`src/rtl/synth_pkg.sv`:
```
// Shared types and default widths for the synth voice datapath.
package synth_pkg;

    localparam int ACC_WIDTH_DEF = 24;
    localparam int D_WIDTH_DEF   = 16;

    typedef enum logic [2:0] {
        IDLE    = 3'd0,
        ATTACK  = 3'd1,
        DECAY   = 3'd2,
        SUSTAIN = 3'd3,
        RELEASE = 3'd4
    } envStage_t;

endpackage

```
`src/rtl/env_velocity_scale.sv`:
```
// Registered velocity scaling of the envelope: (level * (velocity + 1)) >> 8.
module env_velocity_scale #(
    parameter int D_WIDTH = 16
) (
    input  logic               Clk,
    input  logic               Reset_n,
    input  logic [D_WIDTH-1:0] level,
    input  logic [7:0]         velocity,
    output logic [D_WIDTH-1:0] scaled
);

    localparam int PW = D_WIDTH + 9;

    logic [PW-1:0] prod;

    // velocity + 1 spans 1..256, so full velocity passes the level through unchanged
    assign prod = PW'(level) * PW'({1'b0, velocity} + 9'd1);

    always_ff @(posedge Clk or negedge Reset_n) begin
        if (!Reset_n) begin
            scaled <= '0;
        end else begin
            scaled <= D_WIDTH'(prod >> 8);
        end
    end

endmodule

```
`src/rtl/adsr_envelope.sv`:
```
// Per-voice ADSR envelope generator stepped by the sample tick En.
// Define ADSR_VELOCITY_EN to add a velocity input that scales env (one extra cycle).
module adsr_envelope
    import synth_pkg::*;
#(
    parameter int ACC_WIDTH = ACC_WIDTH_DEF,
    parameter int D_WIDTH   = D_WIDTH_DEF
) (
    input  logic                 Clk,
    input  logic                 Reset_n,
    input  logic                 En,
    input  logic                 Gate,
    input  logic [ACC_WIDTH-1:0] attackInc,
    input  logic [ACC_WIDTH-1:0] decayDec,
    input  logic [D_WIDTH-1:0]   sustainLvl,
    input  logic [ACC_WIDTH-1:0] releaseDec,
`ifdef ADSR_VELOCITY_EN
    input  logic [7:0]           velocity,
`endif
    output logic [D_WIDTH-1:0]   env,
    output logic                 active,
    output logic [2:0]           stage
);

    localparam logic [ACC_WIDTH-1:0] LVL_MAX = '1;

    envStage_t            st, st_nxt;
    logic [ACC_WIDTH-1:0] lvl, lvl_nxt;
    logic [ACC_WIDTH-1:0] target;
    logic                 gate_prev;
    logic                 rise, fall;
    logic [ACC_WIDTH:0]   att_sum, dec_diff, rel_diff;
    logic [D_WIDTH-1:0]   env_q;

    assign target   = ACC_WIDTH'(sustainLvl) << (ACC_WIDTH - D_WIDTH);
    assign rise     = Gate && !gate_prev;
    assign fall     = !Gate && gate_prev;
    // One guard bit: the top bit of a difference is the borrow, of the sum the carry
    assign att_sum  = {1'b0, lvl} + {1'b0, attackInc};
    assign dec_diff = {1'b0, lvl} - {1'b0, decayDec};
    assign rel_diff = {1'b0, lvl} - {1'b0, releaseDec};

    // NOTE: every signal written here gets a default first so no latch is inferred.
    always_comb begin
        lvl_nxt = lvl;
        st_nxt  = st;
        if (rise) begin
            st_nxt = ATTACK;
        end else if (fall && (st == ATTACK || st == DECAY || st == SUSTAIN)) begin
            st_nxt = RELEASE;
        end else begin
            case (st)
                IDLE: lvl_nxt = '0;
                ATTACK: begin
                    if (att_sum >= {1'b0, LVL_MAX} || attackInc == '0) begin
                        lvl_nxt = LVL_MAX;
                        st_nxt  = DECAY;
                    end else begin
                        lvl_nxt = att_sum[ACC_WIDTH-1:0];
                    end
                end
                DECAY: begin
                    // Also catches lvl already below target after a mid-decay sustain raise
                    if (decayDec == '0 || dec_diff[ACC_WIDTH] || dec_diff[ACC_WIDTH-1:0] <= target) begin
                        lvl_nxt = target;
                        st_nxt  = SUSTAIN;
                    end else begin
                        lvl_nxt = dec_diff[ACC_WIDTH-1:0];
                    end
                end
                SUSTAIN: lvl_nxt = target;
                RELEASE: begin
                    if (releaseDec == '0 || rel_diff[ACC_WIDTH] || rel_diff[ACC_WIDTH-1:0] == '0) begin
                        lvl_nxt = '0;
                        st_nxt  = IDLE;
                    end else begin
                        lvl_nxt = rel_diff[ACC_WIDTH-1:0];
                    end
                end
                default: begin
                    lvl_nxt = '0;
                    st_nxt  = IDLE;
                end
            endcase
        end
    end

    // NOTE: sequential state uses non-blocking assignments so all registers sample together.
    always_ff @(posedge Clk or negedge Reset_n) begin
        if (!Reset_n) begin
            lvl       <= '0;
            st        <= IDLE;
            gate_prev <= 1'b0;
        end else if (En) begin
            lvl       <= lvl_nxt;
            st        <= st_nxt;
            gate_prev <= Gate;
        end
    end

    always_ff @(posedge Clk or negedge Reset_n) begin
        if (!Reset_n) begin
            env_q  <= '0;
            active <= 1'b0;
            stage  <= 3'd0;
        end else begin
            env_q  <= lvl[ACC_WIDTH-1 -: D_WIDTH];
            active <= (st != IDLE);
            stage  <= st;
        end
    end

`ifdef ADSR_VELOCITY_EN
    logic [7:0] vel_q;

    always_ff @(posedge Clk or negedge Reset_n) begin
        if (!Reset_n) begin
            vel_q <= '0;
        end else if (En && rise) begin
            vel_q <= velocity;
        end
    end

    env_velocity_scale #(.D_WIDTH(D_WIDTH)) u_scale (
        .Clk      (Clk),
        .Reset_n  (Reset_n),
        .level    (env_q),
        .velocity (vel_q),
        .scaled   (env)
    );
`else
    assign env = env_q;
`endif

endmodule

```
`config.mk`:
```
export PLATFORM = sky130hd
export DESIGN_NAME = adsr_envelope
export DESIGN_NICKNAME = d
export VERILOG_FILES = /design/src/rtl/synth_pkg.sv /design/src/rtl/env_velocity_scale.sv /design/src/rtl/adsr_envelope.sv
export SDC_FILE = /design/constraint.sdc
export NUM_CORES = 1
export LEC_CHECK = 0
export BUFFER_PORTS_ARGS = -buffer_cell sky130_fd_sc_hd__buf_2
export CORE_MARGIN = 2
export CORE_UTILIZATION = 35
export DETAILED_ROUTE_END_ITERATION = 10
export PLACE_DENSITY = 0.61
export SKIP_CTS_REPAIR_TIMING = 1
export SYNTH_ARGS = -nofsm -noshare
export SYNTH_HDL_FRONTEND = slang
export SYNTH_SLANG_ARGS = --single-unit
export TNS_END_PERCENT = 100
```
`constraint.sdc`:
```
create_clock -name Clk -period 15 [get_ports Clk]
set_clock_uncertainty 0.1 [all_clocks]
set_input_delay 3 -clock Clk [delete_from_list [all_inputs] [get_ports Clk]]
set_output_delay 3 -clock Clk [all_outputs]
set_load 0.05 [all_outputs]
```
# Word-level counts from Yosys, hierarchy flattened
# Cells that the tools add are included.
# word_totals
reg_bits	48
inputBits	92
elab_cells	52
# classes
add_sub_neg	3
magnitude_cmp	2
n_eq_ne	8
muxes	10
bitwise	2
n_reduce_logical	21
# ops
cell	count
zero test 24 bit	4
case mux 24 bit (4 select lines)	1
2-to-1 mux 24 bit	3
subtractor 24 x 24 -> 25 bit	2
adder 24 x 24 -> 25 bit	1
>= comparator 25 x 24 -> 1 bit (second input constant)	1
less-or-equal comparator 24 bit	1
2-to-1 mux 3 bit	5
case mux 3 bit (4 select lines)	1
inequality test 4 x 2 -> 1 bit (second input constant)	2
logical OR 1 bit	7
== test 3 x 2 -> 1 bit (second input constant)	2
AND reduction 5 bit	1
inequality test 4 bit (second input constant)	1
== test 3 x 1 -> 1 bit (second input constant)	1
== test 3 bit (second input constant)	1
logical AND 1 bit	3
zero test 3 bit	1
inequality test 3 x 1 -> 1 bit (second input constant)	1
AND reduction 3 bit	1
nonzero test 3 bit	1
zero test 1 bit	2
inverter 1 bit	2
OR reduction 2 bit	1

# Logic depth before layout (Yosys ltp)
# Gate-level depths: netlist (run 1).
# depth
word_depth	7
ltp_mapped	22

# Worst setup path after synthesis (run 1)
# OpenSTA, ideal clock, no wires.
# synth_path
path_kind	input-to-reg
start	input port decayDec[5]
end	register lvl[22]
t_arrival_ns	7.213
path_slack_ns	7.561
cell_stages	20
n_path_buf	1
cell_sequence	inv_1 -> ha_1 -> or3_1 -> a21oi_1 -> a211oi_1 -> o311a_1 -> o31a_1 -> a221oi_1 -> xnor2_1 -> ha_1 -> nand3_1 -> nor4_1 -> o21ai_0 -> o21ai_0 -> nand4_1 -> o21ai_1 -> buf_2 -> mux2i_1 -> o22ai_1 -> a221o_1
# synth_via
elab_chain_cells	5
elab_cells_between_ends	7
classes_between	1 x add/sub; 1 x order compare; 2 x mux; 3 x reduce/logical
# synth_rtl
element	line	text
start: declaration	adsr_envelope.sv:14	input logic [ACC_WIDTH-1:0] decayDec,
subtractor 24 x 24 -> 25 bit / zero test 24 bit (equally long branches)	adsr_envelope.sv:40, adsr_envelope.sv:64	
less-or-equal comparator 24 bit / logical OR 1 bit (equally long branches)	adsr_envelope.sv:64	if (decayDec == '0 || dec_diff[ACC_WIDTH] || dec_diff[ACC_WIDTH-1:0] <= target) begin
logical OR 1 bit	adsr_envelope.sv:64	
2-to-1 mux 24 bit (*)	adsr_envelope.sv:64	
case mux 24 bit (4 select lines) (*)	adsr_envelope.sv:52	case (st)
end signal: assignment	adsr_envelope.sv:95	lvl <= lvl_nxt;
end: declaration	adsr_envelope.sv:28	logic [ACC_WIDTH-1:0] lvl, lvl_nxt;
# Mark *: on every way between the ends. The rest lies on a longest branch, timed or not.
# A chain may end at the register's enable or synchronous reset.

# Final worst setup path (run 1)
# layout_path
start	input port decayDec[3]
end	register lvl[8]
# Same word-level chain as after synthesis.

==> results of run 1 <==
-- layout by cell type, fill, tap and decap left out, types with 5 or more instances in the layout --
master | netlist | final
sky130_fd_sc_hd__mux2i_1 | 12 | 12
sky130_fd_sc_hd__o2111ai_1 | 5 | 5
sky130_fd_sc_hd__nor2b_1 | 12 | 12
sky130_fd_sc_hd__a221oi_1 | 5 | 5
sky130_fd_sc_hd__nor2_1 | 49 | 49
sky130_fd_sc_hd__a211o_1 | 5 | 5
sky130_fd_sc_hd__clkbuf_16 | 0 | 5
sky130_fd_sc_hd__nand2_1 | 83 | 83
sky130_fd_sc_hd__dfrtp_1 | 48 | 48
sky130_fd_sc_hd__or3_1 | 8 | 8
sky130_fd_sc_hd__xor2_1 | 24 | 24
sky130_fd_sc_hd__or2_2 | 7 | 7
sky130_fd_sc_hd__a31oi_1 | 12 | 12
sky130_fd_sc_hd__and4_1 | 5 | 5
sky130_fd_sc_hd__o311ai_0 | 10 | 10
sky130_fd_sc_hd__nor4_1 | 24 | 24
sky130_fd_sc_hd__o31ai_1 | 8 | 8
sky130_fd_sc_hd__a21o_1 | 43 | 43
sky130_fd_sc_hd__o221ai_1 | 6 | 6
sky130_fd_sc_hd__a2111oi_0 | 6 | 6
sky130_fd_sc_hd__nand4_1 | 17 | 17
sky130_fd_sc_hd__a221o_1 | 9 | 9
sky130_fd_sc_hd__nand3_1 | 28 | 28
sky130_fd_sc_hd__o211ai_1 | 15 | 15
sky130_fd_sc_hd__o22ai_1 | 7 | 7
sky130_fd_sc_hd__o21a_1 | 16 | 16
sky130_fd_sc_hd__ha_1 | 88 | 88
sky130_fd_sc_hd__and3_1 | 12 | 12
sky130_fd_sc_hd__o21ai_0 | 57 | 57
sky130_fd_sc_hd__xnor2_1 | 27 | 27
sky130_fd_sc_hd__nor3_1 | 28 | 28
sky130_fd_sc_hd__inv_1 | 87 | 87
sky130_fd_sc_hd__a211oi_1 | 12 | 12
sky130_fd_sc_hd__a21oi_1 | 60 | 60
sky130_fd_sc_hd__buf_2 | 2 | 111
sky130_fd_sc_hd__and2_1 | 10 | 10
-- critical path, delay by kind of cell --
kind                       cells  cell delay [ps]
AOI/OAI and AO/OA             10             2640
and+or+nand+nor                4              950
adders and majority gates      2              560
buffers and inverters          3              440
muxes                          1              370
xor gates and xnor gates       1              170
-- sequential cells by signal, indices dropped and copies added, names as in the netlist --
register,cells
st,3
active,1
lvl,24
gate_prev,1
stage,3
env,16
-- per-stage QoR --
step	utilization, %	setup slack, ps
floorplan	-	7560
global placement	39.6	6930
detailed placement	39.6	6710
CTS	40.3	7020
global route	40.3	6610
finish	40.3	6960
-- logic make-up (layout without fill, tap and decap cells) --
kind of cell | Yosys count | in the layout | share of synthesized area (%)
flip-flops | 48 | 48 | 16.7
AND/OR/NAND/NOR | 297 | 297 | 20.8
buffers and inverters | 116 | 211 | 6.29
adder cells (fa/ha/maj) | 92 | 92 | 16.3
AO/OA/AOI/OAI | 326 | 326 | 31.8
multiplexers | 14 | 14 | 1.98
XOR/XNOR | 51 | 51 | 6.20
-- power by group through the flow --
stage | Clock [W] | Sequential (W) | Combinational [W]
after global routing | 0.000131 | 0.000252 | 0.00115
after detailed placement | 0 | 0.000247 | 0.00103
final | 0.000122 | 0.000246 | 0.00105
after floorplan | 0 | 0.000295 | 0.000703
after global placement | 0 | 0.000247 | 0.00102
after CTS | 0.000124 | 0.000244 | 0.00103
-- cell type report --
cell class / count / area [um2]
clock buffers: 6 / 139
clock inverters: 2 / 17.5
fillers: 2138 / 12100
inverters: 88 / 330
multi-input cells: 780 / 5550
flip-flops and latches: 48 / 1200
well taps: 270 / 338
repair buffers: 115 / 586
-- routing by layer --
layer / track usage (%) / share of wire, % / vias to the layer above
li1: - / - / 3769
met1: 33.3 / 47 / 3569
met2: 35.6 / 43 / 279
met3: 2.65 / 7.6 / 29
met4: 6.11 / 2.3 / 0
met5: 0 / 0 / -
-- worst paths after layout --
path / start / to
worst min-delay path: st[0]$_DFFE_PN0P_ / stage[0]$_DFF_PN0_
max in group asynchronous: Reset_n / env[7]$_DFF_PN0_
worst max register to register: lvl[0]$_DFFE_PN0P_ / lvl[8]$_DFFE_PN0P_
worst min register to register: st[0]$_DFFE_PN0P_ / stage[0]$_DFF_PN0_
min in group asynchronous: Reset_n / env[14]$_DFF_PN0_
worst max-delay path: decayDec[3] / lvl[8]$_DFFE_PN0P_
==> Implementation_results.wiki, run 1 <==
{| class="wikitable"
! Metric !! Value
|-
| Number of placed cells counting well taps || 1301
|-
| Die W || 147 um
|-
| Hold WS || 439 ps
|-
| Setup repair after global routing missed its margin || false
|-
| Clock tree from TritonCTS || yes
|-
| Number of enable flip-flop cells after synthesis || 0
|-
| Total global-route track usage || 22.8%
|-
| Total leakage power || 4.03 nW
|-
| Class of the most critical setup path || in2reg
|-
| Highest Clock Rate || 0.124 GHz
|-
| Layout cells sized above 1 || 14.1%
|-
| Routed wire length per instance || 19.1 um
|-
| Worst-skew pair later-pin latency || 300 ps
|-
| Worst path arrival time || 8160 ps
|-
| Number of antenna violations at the first check in global routing || 0
|-
| Count of warnings emitted by yosys || 0
|-
| Number of nets in the layout || 1221
|-
| IO Port Bufs || 111
|-
| Leading cell types by count after synthesis || 88 x sky130_fd_sc_hd__ha_1, 87 x sky130_fd_sc_hd__inv_1, 83 x sky130_fd_sc_hd__nand2_1
|-
| Wire length of the first global-routing pass || 39100 um
|-
| Diode insertion count for antenna repair || 0
|-
| Cell area reported after detailed placement || 0.00801 mm2
|-
| Gate Count Post-Synth || 944
|-
| Critical path fanouts, max || 23
|-
| Sink count of the clock tree || 48
|-
| Proportion of register bits with asynchronous set or reset after synthesis || 100%
|-
| Rows || 52
|-
| Transition at the pin with the smallest max-transition slack || 987 ps
|-
| Count of cells along the worst register-to-register path || 21
|-
| Vias in the first global route || 7221
|-
| Synth area leader || sky130_fd_sc_hd__dfrtp_1
|-
| Drc violations || 0
|-
| Result of the run || finished, final reports clean
|-
| Routed wire length || 25000 um
|-
| Routability-driven placement congestion ratio || 0.924
|-
| Maximum number of pins on one net before global-route repair || 49
|-
| Post-DRT Antenna Nets || 0
|-
| Initial Utilization || 35.6%
|-
| Detailed Place HPWL || 21000 um
|-
| Crit-path cells || buf_2 > inv_1 > ha_1 > or2_2 > o211ai_1 > a211oi_1 > o311a_1 > o31a_1 > a221oi_1 > xnor2_1 > ha_1 > nand3_1 > nor4_1 > o21ai_0 > o21ai_0 > nand4_1 > o21ai_2 > buf_4 > mux2_2 > o311ai_0 > o21bai_1
|-
| Required @ worst endpoint || 15120 ps
|-
| Post-layout minimum cycle time || 8040 ps
|-
| Max rail drop VDD || 0.0541 mV
|-
| Final period util || 53.6%
|-
| Number of max-cap violations || 0
|-
| Net Switching || 0.000791 W
|-
| Die Area || 0.0217 mm2
|-
| Final hold viol count || 0
|-
| Number of top-level design ports || 112
|-
| Delay of the slowest cell on the worst path || 450 ps
|-
| Number of standard cells in the layout, taps in and fillers out || 1309
|-
| Final setup violation count || 0
|-
| Max clock buf depth || 2
|-
| Number of max-slew violations in the final report || 0
|-
| Hold Path Depth || 0
|-
| Most common cell in the netlist || sky130_fd_sc_hd__ha_1
|-
| Number of H-tree levels || 2
|-
| Crit path capture type || register
|-
| Sequential share of the synthesized area || 16.7%
|-
| Primary FF master, synth || sky130_fd_sc_hd__dfrtp_1
|-
| Average cell area after synthesis || 7.63 um2
|-
| Slowest cell on the critical path || sky130_fd_sc_hd__a221oi_1
|-
| Min-delay worst type || reg2reg
|-
| Power share of the combinational group || 74.1%
|-
| Worst relative slew slack || 32.5%
|-
| Area Growth Syn to Fin || 13.3%
|-
| Die Y || 147 um
|-
| DR vias || 7646
|-
| Flop pwr share || 17.3%
|-
| Number of flip-flops and latches in the synthesized netlist || 48
|-
| Clk pwr share || 8.6%
|-
| Synthesized cell area || 0.00720 mm2
|-
| Clock buffer count from CTS || 5
|-
| Count of routing violations after the opening detailed-route iteration || 481
|-
| Post-route standard cell area excluding fillers || 0.00816 mm2
|-
| Ratio of total power to cell area || 174 mW/mm2
|-
| FF-to-FF setup slack || 9250 ps
|-
| Switching power as a share of total power || 55.7%
|-
| Drt first pass iters || 5
|-
| Power, Total || 0.00142 W
|-
| Sum of negative setup slack || 0 ps
|-
| Leftover overflow at the end of global routing || 0
|-
| Startpoint types || input pin
|-
| Buffer cell driving the clock tree root || sky130_fd_sc_hd__clkbuf_16
|-
| Post-synthesis cell type count || 77
|-
| Top-area cell type share of the netlist area || 16.7%
|-
| CTS clk-pin slew, worst paths || 70 ps
|-
| Number of vias per cell after detailed routing || 5.84
|-
| Internal || 0.000629 W
|-
| Syn Nets || 1127
|-
| Placeable core area || 0.0202 mm2
|-
| Leading post-synthesis cells by cell area || sky130_fd_sc_hd__dfrtp_1 17%, sky130_fd_sc_hd__ha_1 15%, sky130_fd_sc_hd__inv_1 4.5%, sky130_fd_sc_hd__a21o_1 4.5%, sky130_fd_sc_hd__nand2_1 4.3%
|}
Power figures use the tool's default switching activity.
==> inputs of run 2 (changes only) <==
--- a/config.mk
+++ b/config.mk
@@ -9,7 +9,7 @@
 export CORE_MARGIN = 2
 export CORE_UTILIZATION = 35
 export DETAILED_ROUTE_END_ITERATION = 10
-export PLACE_DENSITY = 0.61
+export PLACE_DENSITY = 0.63
 export SKIP_CTS_REPAIR_TIMING = 1
 export SYNTH_ARGS = -nofsm -noshare
 export SYNTH_HDL_FRONTEND = slang
==> constraint.sdc (replaced) <==
create_clock -name Clk -period 7.2 [get_ports Clk]
set_clock_uncertainty 0.1 [all_clocks]
set_input_delay 1.44 -clock Clk [delete_from_list [all_inputs] [get_ports Clk]]
set_output_delay 1.44 -clock Clk [all_outputs]
set_load 0.05 [all_outputs]
==> Implementation_results.wiki, run 2 (synthesis results as in run 1) <==
{| class="wikitable"
! Metric !! Value
|-
| Number of max-slew violations in the final report || 0 (unchanged)
|-
| Sum of negative setup slack || 0 ps (unchanged)
|-
| Rows || 52 (unchanged)
|-
| Clock buffer count from CTS || 5 (unchanged)
|-
| Transition at the pin with the smallest max-transition slack || 1090 ps (+100 ps)
|-
| Maximum number of pins on one net before global-route repair || 49 (unchanged)
|-
| Min-delay worst type || reg2reg
|-
| Crit path capture type || register
|-
| Setup repair after global routing missed its margin || false
|-
| Final period util || 86.4%
|-
| Class of the most critical setup path || in2reg
|-
| Met2 track demand over resource || 36.8% (+1.2 points)
|-
| Post-layout utilization of the core || 40.3% (unchanged)
|-
| Worst path arrival time || 6320 ps (-1840 ps)
|-
| Net Switching || 0.00166 W (+110%)
|-
| Result of the run || finished, final reports clean
|-
| Critical path fanouts, max || 10 (-57%)
|-
| Routed wire length per instance || 19.4 um (+1.6%)
|-
| Detailed Place HPWL || 21200 um (+0.67%)
|-
| Internal || 0.00131 W (+110%)
|-
| Most congested layer reported by global routing || met2
|-
| DR vias || 7817 (+2.2%)
|-
| Vias in the first global route || 7158 (-0.87%)
|-
| Buffer cell driving the clock tree root || sky130_fd_sc_hd__clkbuf_16
|-
| Crit-path cells || buf_2 > inv_1 > ha_1 > or2_2 > o211ai_1 > a211oi_1 > o311a_1 > o31a_1 > a221oi_1 > xnor2_1 > ha_1 > nand3_1 > nor4_1 > o21ai_0 > o21ai_0 > nand4_1 > o21ai_2 > buf_4 > mux2i_1 > o311ai_0 > a21o_1
|-
| Clock tree from TritonCTS || yes
|-
| Post-DRT Antenna Nets || 0 (unchanged)
|-
| Ratio of total power to cell area || 364 mW/mm2 (+110%)
|-
| CTS clk-pin slew, worst paths || 80 ps (about the same)
|-
| Most common library cell in the layout ignoring fill and taps || sky130_fd_sc_hd__buf_2
|-
| Leftover overflow at the end of global routing || 0 (unchanged)
|-
| Count of routing violations after the opening detailed-route iteration || 541 (+12%)
|-
| Routed wire length || 25400 um (+1.6%)
|-
| Slowest cell on the critical path || sky130_fd_sc_hd__a221oi_1
|-
| Number of max-cap violations || 0 (unchanged)
|-
| Flip-flop count of the largest register, all copies and words added || 24 (unchanged)
|-
| Highest-count cells in the layout ignoring fill and taps || 111 x sky130_fd_sc_hd__buf_2, 88 x sky130_fd_sc_hd__ha_1, 87 x sky130_fd_sc_hd__inv_1
|-
| Highest Clock Rate || 0.161 GHz
|-
| Delay of the slowest cell on the worst path || 470 ps (+20 ps)
|-
| Max rail drop VDD || 0.109 mV (+100%)
|-
| Worst-skew pair later-pin latency || 300 ps (about the same)
|-
| Drt first pass iters || 6 (+1)
|-
| Flop pwr share || 17.4% (about the same)
|-
| Placeable core area || 0.0202 mm2 (unchanged)
|-
| Number of inserted filler cells in the final layout || 2129 (-0.42%)
|-
| Layout cells sized above 1 || 14.1% (unchanged)
|-
| Final setup violation count || 0 (unchanged)
|-
| Worst relative slew slack || 25.6% (-6.9 points)
|-
| Number of top-level design ports || 112 (unchanged)
|-
| Wire length of the first global-routing pass || 39000 um (about the same)
|-
| IO Port Bufs || 111 (unchanged)
|-
| Number of vias per cell after detailed routing || 5.97 (+2.2%)
|-
| Die Y || 147 um (unchanged)
|-
| Die Area || 0.0217 mm2 (unchanged)
|-
| Drc violations || 0 (unchanged)
|-
| Initial Utilization || 35.6% (unchanged)
|-
| Diode insertion count for antenna repair || 0 (unchanged)
|-
| Total leakage power || 4.03 nW (about the same)
|-
| Met1 usage || 33.6% (+0.23 points)
|-
| Max clock buf depth || 2 (unchanged)
|-
| Met3 Usage GRT || 1.76% (-0.90 points)
|-
| Power share of the combinational group || 74.0% (about the same)
|-
| Final hold viol count || 0 (unchanged)
|-
| Sink count of the clock tree || 48 (unchanged)
|-
| Most flops, register || lvl
|-
| Number of antenna violations at the first check in global routing || 0 (unchanged)
|-
| Startpoint types || input pin
|-
| Total global-route track usage || 22.8% (-0.057 points)
|-
| Routability-driven placement congestion ratio || 0.935 (+1.1%)
|-
| Die W || 147 um (unchanged)
|-
| Required @ worst endpoint || 7300 ps (-7820 ps)
|-
| Number of H-tree levels || 2 (unchanged)
|-
| Area Growth Syn to Fin || 13.3% (unchanged)
|-
| Switching power as a share of total power || 55.9% (+0.21 points)
|-
| Clk pwr share || 8.6% (about the same)
|-
| Post-layout minimum cycle time || 6220 ps
|-
| Number of nets in the layout || 1221 (unchanged)
|}
==> run 2: cell counts in the layout (fill, tap and decap cells not counted) <==
Identical to the previous run, type by type.
==> run 2: final cells by class <==
| class | count | area (um2) | share of cell area (%) |
|---|---|---|---|
| flip-flops and latches | 48 | 1200 | 14.7 |
| multi-input cells | 780 | 5550 | 68.0 |
| clock buffers | 6 | 139 | 1.70 |
| inverters | 88 | 330 | 4.05 |
| well taps | 270 | 338 | 4.14 |
| clock inverters | 2 | 17.5 | 0.215 |
| repair buffers | 115 | 586 | 7.17 |
==> run 2: stage by stage <==
step	hold WS, ps	worst slack [ps]	instance area [um2]	std cells	total power [W]
after floorplan	252	1320	7200	944	0.00208
after global placement	429	855	8010	1301	0.00265
after detailed placement	433	710	8010	1301	0.00266
after CTS	445	1030	8160	1309	0.00292
after global routing	463	553	8160	1309	0.00320
final	452	982	8160	1309	0.00297
==> run 2: layer usage <==
metal | vias to the layer above | part of all wire, %
li1 | 3769 | -
met1 | 3683 | 46
met4 | 0 | 1.4
met2 | 345 | 45
met3 | 20 | 8.2
met5 | - | 0
==> run 2: path summary, 6_finish.rpt <==
kind                               startpoint  cells past startpoint  slack (ps)             endpoint
max in group asynchronous             Reset_n                      2        5400  lvl[18]$_DFFE_PN0P_
min                         st[0]$_DFFE_PN0P_                      0         450   stage[0]$_DFF_PN0_
min reg2reg                 st[0]$_DFFE_PN0P_                      0         450   stage[0]$_DFF_PN0_
max                               decayDec[3]                     21         980  lvl[10]$_DFFE_PN0P_
min in group asynchronous             Reset_n                      2        1140   lvl[6]$_DFFE_PN0P_
max reg2reg                lvl[0]$_DFFE_PN0P_                     21        1730  lvl[10]$_DFFE_PN0P_
==> run 2: critical path: cells and delay by family <==
| kind | cells | cell delay (ps) |
|---|---|---|
| and+or+nand+nor | 4 | 900 |
| adders and majority gates | 2 | 580 |
| xor gates and xnor gates | 1 | 180 |
| buffers and inverters | 3 | 370 |
| muxes | 1 | 240 |
| AOI/OAI and AO/OA | 10 | 2600 |
==> run 2: power by group through the flow <==
| stage | registers [W] | clock network [W] | logic, W |
|---|---|---|---|
| 2_1_floorplan | 0.000614 | 0 | 0.00146 |
| 3_3_place_gp | 0.000515 | 0 | 0.00214 |
| 3_5_place_dp | 0.000515 | 0 | 0.00214 |
| 4_1_cts | 0.000509 | 0.000258 | 0.00216 |
| 5_1_grt | 0.000527 | 0.000268 | 0.00240 |
| 6_report | 0.000517 | 0.000255 | 0.00220 |
